--- config.mk ---
export PLATFORM = sky130hd
export DESIGN_NAME = mod_n_counter
export DESIGN_NICKNAME = d
export VERILOG_FILES = /design/src/rtl/mod_n_counter.sv
export SDC_FILE = /design/constraint.sdc
export NUM_CORES = 1
export LEC_CHECK = 0
export ABC_AREA = 1
export BUFFER_PORTS_ARGS = -buffer_cell sky130_fd_sc_hd__buf_4
export CORE_AREA = 2 2 39 41
export DETAILED_ROUTE_END_ITERATION = 10
export DIE_AREA = 0 0 41 43
export HOLD_SLACK_MARGIN = 0.15
export PLACE_DENSITY = 0.58
export SKIP_CTS_REPAIR_TIMING = 1
export SYNTH_ARGS = -nofsm -noshare
export SYNTH_HDL_FRONTEND = slang
export SYNTH_SLANG_ARGS = --single-unit
--- constraint.sdc ---
create_clock -name clk -period 3.1 [get_ports clk]
set_input_delay 0.93 -clock clk [delete_from_list [all_inputs] [get_ports clk]]
set_output_delay 0.93 -clock clk [all_outputs]
set_load 0.1 [all_outputs]
--- src/rtl/mod_n_counter.sv ---
// Modulo-N up/down counter with synchronous load and saturation of
// out-of-range load values. It has two outputs for cascading: co is a
// registered one-cycle carry/borrow pulse, and tc is a combinational
// terminal count meant to drive the next stage's enable.
// Legal parameters: 2 <= MODULUS <= 2**WIDTH.
module mod_n_counter #(
   parameter int WIDTH   = 4,
   parameter int MODULUS = 6
) (
   input  logic             clk,
   input  logic             rst,
   input  logic             en,
   input  logic             up,
   input  logic             load,
   input  logic [WIDTH-1:0] load_val,
   output logic [WIDTH-1:0] count,
   output logic             co,
   output logic             tc
);

   // Highest legal count. The wrap test compares against this value, never
   // against a WIDTH-bit overflow, so MODULUS == 2**WIDTH behaves the same
   // as any other modulus.
   localparam logic [WIDTH-1:0] LAST    = WIDTH'(MODULUS - 1);
   localparam logic [WIDTH-1:0] ONE     = WIDTH'(1);
   // The modulus is one bit wider than the count, so it stays representable
   // when MODULUS == 2**WIDTH.
   localparam logic [WIDTH:0]   MOD_EXT = (WIDTH+1)'(MODULUS);

   logic             at_last;
   logic             at_zero;
   logic             wrap;
   logic [WIDTH-1:0] step_val;
   logic [WIDTH-1:0] load_sat;

   // Decode the terminal conditions, the next value for a step, and the saturated load value.
   always_comb begin
      // NOTE: every signal written here gets a default first, so no path can leave one unassigned and infer a latch.
      at_last  = 1'b0;
      at_zero  = 1'b0;
      wrap     = 1'b0;
      step_val = count;
      load_sat = LAST;

      at_last = (count == LAST);
      at_zero = (count == '0);

      if (up) begin
         wrap     = at_last;
         step_val = at_last ? '0 : count + ONE;
      end else begin
         wrap     = at_zero;
         step_val = at_zero ? LAST : count - ONE;
      end

      if ({1'b0, load_val} < MOD_EXT) begin
         load_sat = load_val;
      end
   end

   // Terminal count is decoded in the same cycle. It ignores rst and load,
   // because the downstream stage sees the same rst and load.
   assign tc = en & wrap;

   // Register update with priority rst > load > en. co is high only after a wrapping step.
   always_ff @(posedge clk) begin
      // NOTE: sequential state uses non-blocking assignments, so every register samples values from before the edge.
      if (rst) begin
         count <= '0;
         co    <= 1'b0;
      end else if (load) begin
         count <= load_sat;
         co    <= 1'b0;
      end else if (en) begin
         count <= step_val;
         co    <= wrap;
      end else begin
         co    <= 1'b0;
      end
   end

endmodule

==> results of run 1 <==
## power by group through the flow
stage	logic, mW	registers (mW)	clock network [mW]
3_3_place_gp	0.0823	0.0754	0
3_5_place_dp	0.0826	0.0754	0
4_1_cts	0.0829	0.0744	0.0786
6_report	0.0824	0.0743	0.0763
5_1_grt	0.0894	0.0752	0.0863
2_1_floorplan	0.0362	0.0994	0
## layout make-up
class / count / area [um^2]
clock buffers: 4 / 26.3
fillers: 157 / 851
inverters: 13 / 48.8
multi-input cells: 46 / 231
flip-flops and latches: 5 / 101
well taps: 16 / 20.0
repair buffers: 14 / 105
## per-layer routing
metal  vias to the layer above  track usage, %  share of wire, %
met5                         -               0                 0
met4                         0            8.00                 0
met3                         0            6.28               7.9
met2                        17            17.8                43
met1                       198            19.7                49
li1                        244               -                 -
## metrics by stage
| stage | power, mW | cells | utilization, % | hold WS, ns | setup WS [ns] |
|---|---|---|---|---|---|
| 3_5_place_dp | 0.158 | 94 | 36.6 | 0.533 | 0.257 |
| 4_1_cts | 0.236 | 98 | 38.5 | 0.541 | 0.247 |
| 5_1_grt | 0.251 | 98 | 38.5 | 0.564 | 0.191 |
| 2_1_floorplan | 0.136 | 64 | - | 0.812 | 0.235 |
| 6_report | 0.233 | 98 | 38.5 | 0.543 | 0.256 |
| 3_3_place_gp | 0.158 | 94 | 36.6 | 0.529 | 0.269 |
## flip-flops by register name, summed over array words and instances (netlist names)
| signal | count |
|---|---|
| count | 4 |
| co | 1 |
## cells by family after synthesis
family / count (synthesis) / share of synthesized area, %
simple gates: 34 / 39.6
flops: 5 / 26.8
buf+inv: 13 / 13.1
compound gates: 12 / 20.5
## Yosys cell counts
cell and count:
sky130_fd_sc_hd__a21o_1 1, sky130_fd_sc_hd__a21oi_1 2, sky130_fd_sc_hd__a21oi_2 1, sky130_fd_sc_hd__a31oi_1 1
sky130_fd_sc_hd__dfxtp_1 5, sky130_fd_sc_hd__inv_1 11, sky130_fd_sc_hd__inv_2 2, sky130_fd_sc_hd__nand2_1 16
sky130_fd_sc_hd__nand3_1 4, sky130_fd_sc_hd__nand3_2 1, sky130_fd_sc_hd__nand4_1 2, sky130_fd_sc_hd__nor2_1 9
sky130_fd_sc_hd__nor2_2 1, sky130_fd_sc_hd__nor3_1 1, sky130_fd_sc_hd__o21ai_0 3, sky130_fd_sc_hd__o21ai_1 2
sky130_fd_sc_hd__o22ai_1 1, sky130_fd_sc_hd__o22ai_2 1
## how the worst min path moves through the flow
stage | to | slack [ns] | depth (start not counted)
after global routing | count[3]$_SDFFE_PP0P_ | 0.56 | 2
after floorplan | count[0]$_SDFFE_PP0P_ | 0.81 | 4
after global placement | count[3]$_SDFFE_PP0P_ | 0.53 | 2
after detailed placement | count[3]$_SDFFE_PP0P_ | 0.53 | 2
after CTS | count[3]$_SDFFE_PP0P_ | 0.54 | 2
final | count[3]$_SDFFE_PP0P_ | 0.54 | 2
## worst max-delay path: stages
cell and delay (ns):
sky130_fd_sc_hd__buf_4 0.11, sky130_fd_sc_hd__inv_1 0.17, sky130_fd_sc_hd__nand3_2 0.11, sky130_fd_sc_hd__o22ai_2 0.16
sky130_fd_sc_hd__inv_2 0.07, sky130_fd_sc_hd__nor2_4 0.07, sky130_fd_sc_hd__buf_4 0.28
==> summary.txt, run 1 <==
Run status
  – Outcome: completed

Global route
  – Overall fraction of global-route tracks in use: 14.3%
  – Number of global-route vias before repair: 413
  – First-pass GRT wire length: 1.68 mm
  – Number of antenna violations at the first check in global routing: 0
  – Pin count of the biggest net entering global routing: 9
  – GRT overflow: 0

Power
  – Highest ir drop seen on vdd: 249 uV
  – Comb power frac: 35.3%
  – Share of power burned in registers: 31.9%
  – Power share of the clock group: 32.8%
  – Power density of the placed cells: 437 nW/um^2
  – Leakage power figure: 0.270 nW
  – Sw Pwr: 91.2 uW
  – Int Power: 142 uW
  – Switching share of total power: 39.1%

Critical path
  – Reg2Reg Setup Slack: 2.01 ns
  – Endpoint of the lowest-slack register-to-register path: count[3]$_SDFFE_PP0P_
  – Critical Setup Path Class: primary input to primary output
  – Crit path from: up
  – Crit end category: primary output
  – Required time of the critical path: 2.17 ns
  – Startpoint types: primary input
  – R2r worst-path depth: 4
  – Worst Setup EP: tc
  – Crit Path Max Fanout: 7
  – Worst reg2reg startpoint: count[1]$_SDFFE_PP0P_
  – Data arrival at the endpoint of the critical path: 1.91 ns

Route
  – Count of antenna-violating nets left after detailed routing: 0
  – Post-Route WL: 916 um
  – Wirelength per Cell: 9.35 um
  – Number of vias per cell: 4.68
  – DRC violation count after routing: 0
  – Detailed router's first-iteration violation count: 7
  – Number of vias in the routed layout: 459
  – First-pass iteration count of the detailed router: 4

Clocking
  – Clock transition at the registers of the reported paths: 0.04 ns
  – Deepest level of the CTS H-tree: 1
  – Sinks on Clock Net: 5
  – TritonCTS Buffers: 3
  – Clock tree from TritonCTS: yes
  – Clock Tree Buf Depth: 2
  – CTS root buffer: sky130_fd_sc_hd__clkbuf_4
  – Worst skew pair latency: 0.24 ns

Logic synthesis
  – Library cells used by synthesis: 18
  – Post-Syn Area per Cell: 5.83 um^2
  – Total of warnings raised by yosys: 0
  – Synthesized netlist cell count: 64
  – Post-synthesis sequential area ratio: 26.8%
  – Synthesized area: 373 um^2
  – Cell type with the largest total area after synthesis: sky130_fd_sc_hd__dfxtp_1
  – Post-synthesis net count: 73
  – Top cell type's share of synthesized area: 26.8%
  – Post-synthesis register bit count: 5
  – Most area-consuming cells after synthesis: sky130_fd_sc_hd__dfxtp_1 27%, sky130_fd_sc_hd__nand2_1 16%, sky130_fd_sc_hd__inv_1 11%

Floorplan
  – Die height: 43 um
  – Overall die area: 1760 um^2
  – I/O pin count: 15
  – X dimension of the die: 41 um
  – FP Rows: 14
  – Placeable core region: 1380 um^2
  – Initial standard-cell utilization of the core: 26.9%

Layout
  – Antenna cell count: 0
  – Area growth from synthesis to layout: 43.0%
  – Post-route cell area: 533 um^2
  – Final net count: 92
  – Fraction of final layout cells sized beyond drive strength 1: 30.5%
  – Commonest cells after routing, fill and taps aside: 16 x sky130_fd_sc_hd__nand2_1, 14 x sky130_fd_sc_hd__buf_4, 11 x sky130_fd_sc_hd__inv_1
  – Most frequent standard cell in the layout excluding fill and tap cells: sky130_fd_sc_hd__nand2_1

Worst hold path
  – Worst min-delay path startpoint: count[3]$_SDFFE_PP0P_
  – Path class of the lowest-slack min-delay path: flip-flop to flip-flop

Job
  – Max-cap violations: 0

Timing
  – Pins Over Slew Limit: 0
  – Worst Skew: 0.00520 ns
  – Final setup violation count: 0
  – Relative slew slack: 81.5%
  – Post-Route Setup TNS: 0 ns
  – Portion of the clock cycle consumed by the worst path in the final layout: 91.7%
  – Min Clock Period, post-route: 2.84 ns
  – Max Fclk: 0.352 GHz
  – RSZ-0062 raised after global routing: no
  – Slew at the pin with the worst max-slew slack: 0.280 ns
  – Number of hold violations in the final report: 0

Placement
  – Total placed instance area: 507 um^2
  – RePlAce Congestion: 0.707
  – HPWL after detailed placement: 742 um
  – Total of buffers placed on input and output ports: 14
Power figures use the tool's default switching activity.
==> inputs of run 2 (changes only) <==
Settings changed: CTS_CLUSTER_SIZE set to 14, SETUP_SLACK_MARGIN set to 0.02.
Clock period 3.1 ns to 2.7 ns, I/O delays scaled along.
==> summary.txt, run 2 (synthesized netlist as in run 1, its figures left out) <==
Clocking
  – TritonCTS Buffers: 3 (unchanged)
  – Clock Tree Buf Depth: 2 (unchanged)
  – Clock transition at the registers of the reported paths: 0.05 ns (was 0.04 ns)
  – Clock tree from TritonCTS: yes (unchanged)
  – Deepest level of the CTS H-tree: 1 (unchanged)
  – Worst skew pair latency: 0.25 ns (was 0.24 ns)
  – CTS root buffer: sky130_fd_sc_hd__clkbuf_4 (unchanged)
  – Sinks on Clock Net: 5 (unchanged)

Job
  – Max-cap violations: 0 (unchanged)

Critical path
  – Crit Path Max Fanout: 2 (was 7)
  – Endpoint of the lowest-slack register-to-register path: co$_SDFF_PP0_ (was count[3]$_SDFFE_PP0P_)
  – Largest delay contributor family on the critical path: buffers and inverters (unchanged)
  – Critical Setup Path Class: primary input to primary output (unchanged)
  – Combined buffer and inverter count along the critical path: 4 (unchanged)
  – Longest individual stage delay on the worst path: 0.28 ns (about the same)
  – Startpoint types: primary input (unchanged)
  – Cell mode on critical path: sky130_fd_sc_hd__buf_4 (unchanged)
  – Ordered cell list for the critical path: buf_4 -> inv_1 -> nand3_2 -> o22ai_2 -> inv_2 -> nor2_4 -> buf_4 (unchanged)
  – Worst Setup EP: tc (unchanged)
  – Reg2Reg Setup Slack: 1.63 ns (was 2.01 ns)
  – R2r worst-path depth: 5 (was 4)
  – Crit end category: primary output (unchanged)
  – Instance count on the critical path: 7 (unchanged)
  – Data arrival at the endpoint of the critical path: 1.67 ns (was 1.91 ns)
  – Crit path from: up (unchanged)
  – Worst path slowest cell: sky130_fd_sc_hd__buf_4 (unchanged)
  – Worst reg2reg startpoint: count[1]$_SDFFE_PP0P_ (unchanged)
  – Required time of the critical path: 1.89 ns (was 2.17 ns)

Timing
  – Max Fclk: 0.403 GHz
  – Number of hold violations in the final report: 0 (unchanged)
  – Portion of the clock cycle consumed by the worst path in the final layout: 91.9%
  – Final setup violation count: 0 (unchanged)
  – RSZ-0062 raised after global routing: no (unchanged)
  – Post-Route Setup TNS: 0 ns (unchanged)
  – Relative slew slack: 81.6% (was 81.5%)
  – Pins Over Slew Limit: 0 (unchanged)
  – Slew at the pin with the worst max-slew slack: 0.279 ns (was 0.280 ns)
  – Min Clock Period, post-route: 2.48 ns
  – Worst Skew: 0.00389 ns (was 0.00520 ns)

Layout
  – Final net count: 93 (was 92)
  – Layout filler cell count: 155 (was 157)
  – Most frequent standard cell in the layout excluding fill and tap cells: sky130_fd_sc_hd__nand2_1 (unchanged)
  – Commonest cells after routing, fill and taps aside: 16 x sky130_fd_sc_hd__nand2_1, 15 x sky130_fd_sc_hd__buf_4, 11 x sky130_fd_sc_hd__inv_1 (was 16 x sky130_fd_sc_hd__nand2_1, 14 x sky130_fd_sc_hd__buf_4, 11 x sky130_fd_sc_hd__inv_1)
  – Sequential standard cell area: 103 um^2 (was 101 um^2)
  – Antenna cell count: 0 (unchanged)
  – Fraction of final layout cells sized beyond drive strength 1: 32.5% (was 30.5%)
  – Top Registers: count (4), co (1) (unchanged)
  – Number of flip-flops in the largest register: 4 (unchanged)
  – Biggest register: count (unchanged)
  – Area growth from synthesis to layout: 45.3% (was 43.0%)
  – Combined area of the multi-input logic cells: 231 um^2 (unchanged)
  – Post-route insts no fill: 99 (was 98)

Route
  – Detailed router's first-iteration violation count: 8 (was 7)
  – DRC violation count after routing: 0 (unchanged)
  – First-pass iteration count of the detailed router: 4 (unchanged)
  – Wirelength per Cell: 8.81 um (was 9.35 um)
  – Number of vias per cell: 4.60 (was 4.68)
  – Post-Route WL: 872 um (was 916 um)
  – Number of vias in the routed layout: 455 (was 459)
  – Count of antenna-violating nets left after detailed routing: 0 (unchanged)

Global route
  – Number of global-route vias before repair: 379 (was 413)
  – Pin count of the biggest net entering global routing: 9 (unchanged)
  – First-pass GRT wire length: 1.46 mm (was 1.68 mm)
  – Number of antenna violations at the first check in global routing: 0 (unchanged)
  – Overall fraction of global-route tracks in use: 12.6% (was 14.3%)
  – GRT overflow: 0 (unchanged)

Placement
  – RePlAce Congestion: 0.696 (was 0.707)
  – Total of buffers placed on input and output ports: 14 (unchanged)
  – Placed instance count: 95 (was 94)
  – HPWL after detailed placement: 719 um (was 742 um)

Floorplan
  – Placeable core region: 1380 um^2 (unchanged)
  – Initial standard-cell utilization of the core: 26.9% (unchanged)
  – Die height: 43 um (unchanged)
  – I/O pin count: 15 (unchanged)
  – Overall die area: 1760 um^2 (unchanged)
  – X dimension of the die: 41 um (unchanged)
  – FP Rows: 14 (unchanged)

Worst hold path
  – Worst hold stages: 2 (unchanged)
  – Path class of the lowest-slack min-delay path: flip-flop to flip-flop (unchanged)

Power
  – Comb power frac: 34.9% (was 35.3%)
  – Highest ir drop seen on vdd: 268 uV (was 249 uV)
  – Switching share of total power: 39.6% (was 39.1%)
  – Power share of the clock group: 33.7% (was 32.8%)
  – Leakage power figure: 0.275 nW (was 0.270 nW)
  – Share of power burned in registers: 31.4% (was 31.9%)
  – Int Power: 164 uW (was 142 uW)
  – Sw Pwr: 108 uW (was 91.2 uW)
  – Power density of the placed cells: 502 nW/um^2 (was 437 nW/um^2)

Run status
  – Outcome: completed (unchanged)
-- run 2: cell types whose count changed in the layout (fill, tap and decap cells not counted), sizes merged --
cell and change:
buf +1
-- run 2: layer usage --
metal  vias to the layer above  track usage, %  routed length (um)
met4                         0            12.0                  16
met2                        13            16.3                 386
li1                        243               -                   -
met3                         4            1.57                  54
met1                       195            16.8                 414
met5                         -               0                   0
-- run 2: per-stage QoR --
step / power (mW) / util [%] / instance area, um^2 / hold WS (ns) / worst slack [ns]
final: 0.272 / 39.2 / 542 / 0.528 / 0.218
after global routing: 0.289 / 39.2 / 542 / 0.551 / 0.141
after CTS: 0.274 / 39.2 / 542 / 0.535 / 0.202
after detailed placement: 0.183 / 37.3 / 515 / 0.530 / 0.204
after global placement: 0.182 / 37.3 / 515 / 0.526 / 0.225
after floorplan: 0.156 / - / 383 / 0.812 / 0.118
-- run 2: cell type report --
class                           instances  share of cell area (%)
Sequential cell                         5                    18.9
Inverter                               13                    9.01
Clock buffer                            4                    4.85
Tap cell                               16                    3.70
Timing Repair Buffer                   15                    20.8
Multi-Input combinational cell         46                    42.7
-- run 2: worst register-to-register path: stages, from the launching register on --
cell and delay, ns:
sky130_fd_sc_hd__dfxtp_1 0.37, sky130_fd_sc_hd__nor2_2 0.21, sky130_fd_sc_hd__nand3_2 0.10, sky130_fd_sc_hd__o22ai_2 0.17, sky130_fd_sc_hd__inv_2 0.07, sky130_fd_sc_hd__nor2_1 0.08
-- run 2: how the worst min path moves through the flow --
stage / startpoint / to / slack, ns
after detailed placement: count[3]$_SDFFE_PP0P_ / count[3]$_SDFFE_PP0P_ / 0.53
final: count[3]$_SDFFE_PP0P_ / count[3]$_SDFFE_PP0P_ / 0.53
after floorplan: count[0]$_SDFFE_PP0P_ / count[0]$_SDFFE_PP0P_ / 0.81
after CTS: count[3]$_SDFFE_PP0P_ / count[3]$_SDFFE_PP0P_ / 0.54
after global routing: count[3]$_SDFFE_PP0P_ / count[3]$_SDFFE_PP0P_ / 0.55
after global placement: count[3]$_SDFFE_PP0P_ / count[3]$_SDFFE_PP0P_ / 0.53
-- run 2: power by group through the flow --
stage / Clock [mW] / Sequential [mW] / Combinational [mW]
2_1_floorplan: 0 / 0.115 / 0.0415
3_3_place_gp: 0 / 0.0870 / 0.0953
5_1_grt: 0.100 / 0.0864 / 0.103
6_report: 0.0917 / 0.0854 / 0.0951
3_5_place_dp: 0 / 0.0869 / 0.0959
4_1_cts: 0.0928 / 0.0854 / 0.0961
